$ cat src/rtl/expr_sweep_pkg.sv
// Shared types and default constants for the expression sweep controller.
package expr_sweep_pkg;

  typedef enum logic [1:0] {
    IDLE,
    WAIT,
    SAMPLE
  } sweep_state_t;

  localparam int unsigned EXPR_N_IN   = 4;
  localparam int unsigned EXPR_SETTLE = 1;

endpackage

$ cat src/rtl/settle_timer.sv
// Down-counter that times the settle window between driving a vector and sampling it.
module settle_timer #(
  parameter int unsigned SETTLE = 1
) (
  input  logic clk,
  input  logic rst_n,
  input  logic i_load,
  input  logic i_en,
  output logic o_expired
);

  localparam int unsigned CntW = (SETTLE > 1) ? $clog2(SETTLE) : 1;
  localparam logic [CntW-1:0] LoadVal = CntW'(SETTLE - 1);

  logic [CntW-1:0] r_cnt;

  // Loading SETTLE-1 and expiring at zero gives SETTLE cycles in WAIT.
  always_ff @(posedge clk or negedge rst_n) begin
    if (!rst_n) begin
      r_cnt <= '0;
    end else if (i_load) begin
      r_cnt <= LoadVal;
    end else if (i_en && (r_cnt != '0)) begin
      r_cnt <= r_cnt - 1'b1;
    end
  end

  assign o_expired = (r_cnt == '0);

endmodule

$ cat src/rtl/expr_sweep_ctrl.sv
// Exhaustive input sweep over two boolean expressions; captures both truth tables
// and reports mismatch count, first mismatching vector and equivalence.
module expr_sweep_ctrl
  import expr_sweep_pkg::*;
#(
  parameter int unsigned N_IN   = EXPR_N_IN,
  parameter int unsigned SETTLE = EXPR_SETTLE
) (
  input  logic                   clk,
  input  logic                   rst_n,
  input  logic                   start,
  input  logic                   abort,
  input  logic                   f_a,
  input  logic                   f_b,
  output logic [N_IN-1:0]        vec_out,
  output logic                   busy,
  output logic                   done,
  output logic [(2**N_IN)-1:0]   table_a,
  output logic [(2**N_IN)-1:0]   table_b,
  output logic [N_IN:0]          mismatch_cnt,
  output logic [N_IN-1:0]        first_mismatch,
  output logic                   equal
);

  localparam int unsigned NVec = 2 ** N_IN;
  localparam logic [N_IN-1:0] LastIdx = '1;

  if (SETTLE < 1) begin : g_bad_settle
    $error("expr_sweep_ctrl: SETTLE must be >= 1");
  end

  sweep_state_t    r_state, w_state_next;
  logic [N_IN-1:0] r_idx, w_idx_next;
  logic            r_busy, w_busy_next;
  logic            r_done, w_done_next;
  logic [NVec-1:0] r_table_a, w_table_a_next;
  logic [NVec-1:0] r_table_b, w_table_b_next;
  logic [N_IN:0]   r_mm_cnt, w_mm_cnt_next;
  logic [N_IN-1:0] r_first, w_first_next;
  logic            r_seen, w_seen_next;
  logic            r_equal, w_equal_next;
  logic            w_load;
  logic            w_expired;

  settle_timer #(
    .SETTLE (SETTLE)
  ) u_settle_timer (
    .clk       (clk),
    .rst_n     (rst_n),
    .i_load    (w_load),
    .i_en      (r_state == WAIT),
    .o_expired (w_expired)
  );

  always_comb begin
    w_state_next   = r_state;
    w_idx_next     = r_idx;
    w_busy_next    = r_busy;
    w_done_next    = 1'b0;
    w_table_a_next = r_table_a;
    w_table_b_next = r_table_b;
    w_mm_cnt_next  = r_mm_cnt;
    w_first_next   = r_first;
    w_seen_next    = r_seen;
    w_equal_next   = r_equal;
    w_load         = 1'b0;

    unique case (r_state)
      IDLE: begin
        if (start) begin
          w_state_next   = WAIT;
          w_idx_next     = '0;
          w_busy_next    = 1'b1;
          w_table_a_next = '0;
          w_table_b_next = '0;
          w_mm_cnt_next  = '0;
          w_first_next   = '0;
          w_seen_next    = 1'b0;
          w_equal_next   = 1'b0;
          w_load         = 1'b1;
        end
      end
      WAIT: begin
        if (abort) begin
          w_state_next = IDLE;
          w_busy_next  = 1'b0;
        end else if (w_expired) begin
          w_state_next = SAMPLE;
        end
      end
      SAMPLE: begin
        // Abort wins over the capture, so the current table bit stays unwritten.
        if (abort) begin
          w_state_next = IDLE;
          w_busy_next  = 1'b0;
        end else begin
          w_table_a_next[r_idx] = f_a;
          w_table_b_next[r_idx] = f_b;
          if (f_a != f_b) begin
            w_mm_cnt_next = r_mm_cnt + 1'b1;
            if (!r_seen) begin
              w_first_next = r_idx;
              w_seen_next  = 1'b1;
            end
          end
          if (r_idx == LastIdx) begin
            w_state_next = IDLE;
            w_busy_next  = 1'b0;
            w_done_next  = 1'b1;
            w_equal_next = (w_mm_cnt_next == '0);
          end else begin
            w_state_next = WAIT;
            w_idx_next   = r_idx + 1'b1;
            w_load       = 1'b1;
          end
        end
      end
      default: begin
        w_state_next = IDLE;
        w_busy_next  = 1'b0;
      end
    endcase
  end

  always_ff @(posedge clk or negedge rst_n) begin
    if (!rst_n) begin
      r_state   <= IDLE;
      r_idx     <= '0;
      r_busy    <= 1'b0;
      r_done    <= 1'b0;
      r_table_a <= '0;
      r_table_b <= '0;
      r_mm_cnt  <= '0;
      r_first   <= '0;
      r_seen    <= 1'b0;
      r_equal   <= 1'b0;
    end else begin
      r_state   <= w_state_next;
      r_idx     <= w_idx_next;
      r_busy    <= w_busy_next;
      r_done    <= w_done_next;
      r_table_a <= w_table_a_next;
      r_table_b <= w_table_b_next;
      r_mm_cnt  <= w_mm_cnt_next;
      r_first   <= w_first_next;
      r_seen    <= w_seen_next;
      r_equal   <= w_equal_next;
    end
  end

  assign vec_out        = r_idx;
  assign busy           = r_busy;
  assign done           = r_done;
  assign table_a        = r_table_a;
  assign table_b        = r_table_b;
  assign mismatch_cnt   = r_mm_cnt;
  assign first_mismatch = r_first;
  assign equal          = r_equal;

endmodule

$ cat config.mk
export PLATFORM = sky130hd
export DESIGN_NAME = expr_sweep_ctrl
export DESIGN_NICKNAME = d
export VERILOG_FILES = /design/src/rtl/expr_sweep_pkg.sv /design/src/rtl/settle_timer.sv /design/src/rtl/expr_sweep_ctrl.sv
export SDC_FILE = /design/constraint.sdc
export NUM_CORES = 1
export LEC_CHECK = 0
export BUFFER_PORTS_ARGS = -buffer_cell sky130_fd_sc_hd__buf_2
export CAP_MARGIN = 40
export CORE_MARGIN = 5
export CORE_UTILIZATION = 40
export DETAILED_ROUTE_END_ITERATION = 10
export HOLD_SLACK_MARGIN = 0.06
export MAX_ROUTING_LAYER = met4
export PLACE_DENSITY_LB_ADDON = 0.1
export SLEW_MARGIN = 10
export SYNTH_ARGS = -nofsm -noshare
export SYNTH_HDL_FRONTEND = slang
export SYNTH_SLANG_ARGS = --single-unit
$ cat constraint.sdc
create_clock -name clk -period 2.3 [get_ports clk]
set_input_delay 0.345 -clock clk [delete_from_list [all_inputs] [get_ports clk]]
set_output_delay 0.345 -clock clk [all_outputs]
set_load 0.01 [all_outputs]
==> summary.txt <==
status = complete, no violations
Max VDD drop = 0.291 mV
n_diodes = 0
Tot GR Track Use = 0.166
Crit Path Class = reg2reg
Nets = 311
WHS = 0.276 ns
DP HPWL = 4110 um
commonest non-fill, non-tap cell in the layout = buf_2
global-route wire length before repair = 9600 um
most frequent cells in the layout = buf_2, dfrtp_1, inv_1
Slew Limit Fails = 0
final setup fails = 0
#FFs+latches synth = 52
CTS Buffer Depth = 2
dominant synthesized flop cell = dfrtp_1
drt pass-1 iters = 4
CTS Sinks = 52
CTS root buffer = clkbuf_8
fmax = 0.502 GHz
Place WS = 0.346 ns
Final Hold Viols = 0
RSZ-0062 raised after global routing = false
Routed Antenna Nets = 0
power density over the cells = 623 mW/mm^2
Warnings, synthesis = 0
Num CTS Buffers = 5
pin count of the biggest net entering global routing = 29
register area share after synthesis = 0.551
full die area = 0.00754 sq mm
synthesized area per cell = 9.88 sq um
static leakage = 1.38 nW
Rel. slew slack = 0.611
row cnt = 28
Synth-to-Final Area Change = 21.8%
worst skew pair latency = 0.31 ns
Cells after Synth = 239
Post-synth ARST share = 1.00
Register-to-Register Path Depth = 5
Syn Nets = 250
IO Count = 54
minimum clock period = 1.99 ns
Layout fillers = 577
largest stage delay on the critical path = 0.48 ns
worst min path class = in2reg
WL per Instance = 15.4 um
Seq. cell area = 0.00130 sq mm
DR vias = 1955
post-route cell area = 0.00288 sq mm
Mapped Area = 0.00236 sq mm
Clock Skew = 0.0137 ns
Final WS setup = 0.308 ns
DRT iter0 DRCs = 126
Multi-input gate area = 888 sq um
layout cell share with drive strength beyond 1 = 0.249
CORE AREA = 0.00582 sq mm
Synth cell types = 36
Slew @ Worst Pin = 0.584 ns
max cap viols = 0
die width = 86.8 um
CP Data Required Time = 2.54 ns
DR DRC count = 0
part of the cycle the worst path needs = 0.866
Vias per Instance = 5.20
Setup TNS = 0 ns
Die Height = 86.8 um
CTS tree = yes
antenna violations before repair = 0
Total Wirelength = 5780 um
clk slew on worst S/H paths = 0.10 ns
CP arrival = 2.23 ns
grt ovf = 0
Post-CTS Setup Bufs = 0
CP Launch Type = flip-flop
H-Tree Level Count = 2
worst path cell trace = ha_1 > and3_4 > a221o_1 > or3_1 > a21oi_1
crit path max fanout = 8
placed inst area = 0.00277 sq mm
Starting Density = 0.406
routability cong. = 0.820
Hold Path Depth = 2
critical path endpoint category = flip-flop
Post-synth EDFFs = 0
PortBufs = 53
vias in the first global route = 1874
critical path's slowest cell = dfrtp_1
==> registers in the layout (all words and copies together), names as in the netlist <==
signal	count
busy	1
done	1
equal	1
first_mismatch	4
mismatch_cnt	5
r_seen	1
r_state	2
table_a	16
table_b	16
u_settle_timer.r_cnt	1
vec_out	4
==> synthesized netlist by cell type, types with 2 or more instances <==
| library cell | number | area (sq um) |
|---|---|---|
| a21o_1 | 2 | 15.0 |
| dfrtp_1 | 52 | 1300 |
| or3_1 | 3 | 18.8 |
| a21oi_1 | 21 | 105 |
| o21ai_0 | 15 | 75.1 |
| nand3b_1 | 2 | 15.0 |
| nand2_1 | 13 | 48.8 |
| a22o_1 | 5 | 43.8 |
| nor2b_1 | 2 | 12.5 |
| o22ai_1 | 31 | 194 |
| xnor2_1 | 3 | 26.3 |
| nor2_1 | 6 | 22.5 |
| nand3_1 | 6 | 30.0 |
| ha_1 | 5 | 62.6 |
| buf_2 | 2 | 10.0 |
| a32o_1 | 2 | 20.0 |
| o31ai_1 | 4 | 30.0 |
| inv_1 | 35 | 131 |
| clkbuf_1 | 8 | 30.0 |
| nand2b_1 | 4 | 25.0 |
| nor3_1 | 3 | 15.0 |
==> final timing paths <==
kind	slack [ns]	startpoint	endpoint
setup / recovery	0.31	vec_out[0]	vec_out[3]
hold / removal	0.28	abort	r_state[1]
setup reg to reg	0.31	vec_out[0]	vec_out[3]
hold reg to reg	0.46	u_settle_timer.r_cnt	r_state[1]
max in group asynchronous	1.18	rst_n	equal
min in group asynchronous	0.56	rst_n	table_b[8]
==> through the flow <==
step	utilization	power, mW	instances
after floorplan	-	1.14	239
after global placement	0.476	1.25	367
after detailed placement	0.476	1.25	367
after CTS	0.494	1.80	376
after global routing	0.494	1.87	376
final	0.494	1.79	376
==> metal layers <==
metal	vias to the layer above	wire length (um)	track usage
met5	-	0	-
met4	0	50	0.0340
met3	5	324	0.0295
met2	46	2730	0.267
met1	933	2670	0.222
li1	971	-	-
==> kinds of logic after synthesis <==
kind of cell	after synthesis	share of synthesized area
xor gates and xnor gates	4	0.0148
buffers and inverters	45	0.0726
AOI/OAI and AO/OA	86	0.226
DFF	52	0.551
and+or+nand+nor	47	0.109
adders and majority gates	5	0.0265
==> layout make-up <==
class	instances	area share
clock inverter	2	0.00522
clock buffer	6	0.0287
timing repair buffer	64	0.126
inverter	35	0.0457
sequential	52	0.453
multi-input combinational	142	0.309
tap	75	0.0326
==> repair_timing <==
action,CTS,global route
hold endpoints to repair,24,0
resized for setup,0,0
hold buffers,1,0
==> worst max-delay path, delay by kind of cell, from the launching register on <==
kind                     cells  cell delay (ns)
AND/OR/NAND/NOR              2             0.60
flip-flops                   1             0.48
adder cells (fa/ha/maj)      1             0.31
AO/OA/AOI/OAI                2             0.54
==> power by group <==
part / switching, mW / total [mW] / internal (mW) / leakage [nW]
sequential: 0.0341 / 0.972 / 0.938 / 0.719
clock: 0.316 / 0.561 / 0.244 / 0.0434
combinational: 0.165 / 0.258 / 0.0933 / 0.615
Power figures use the tool's default switching activity.
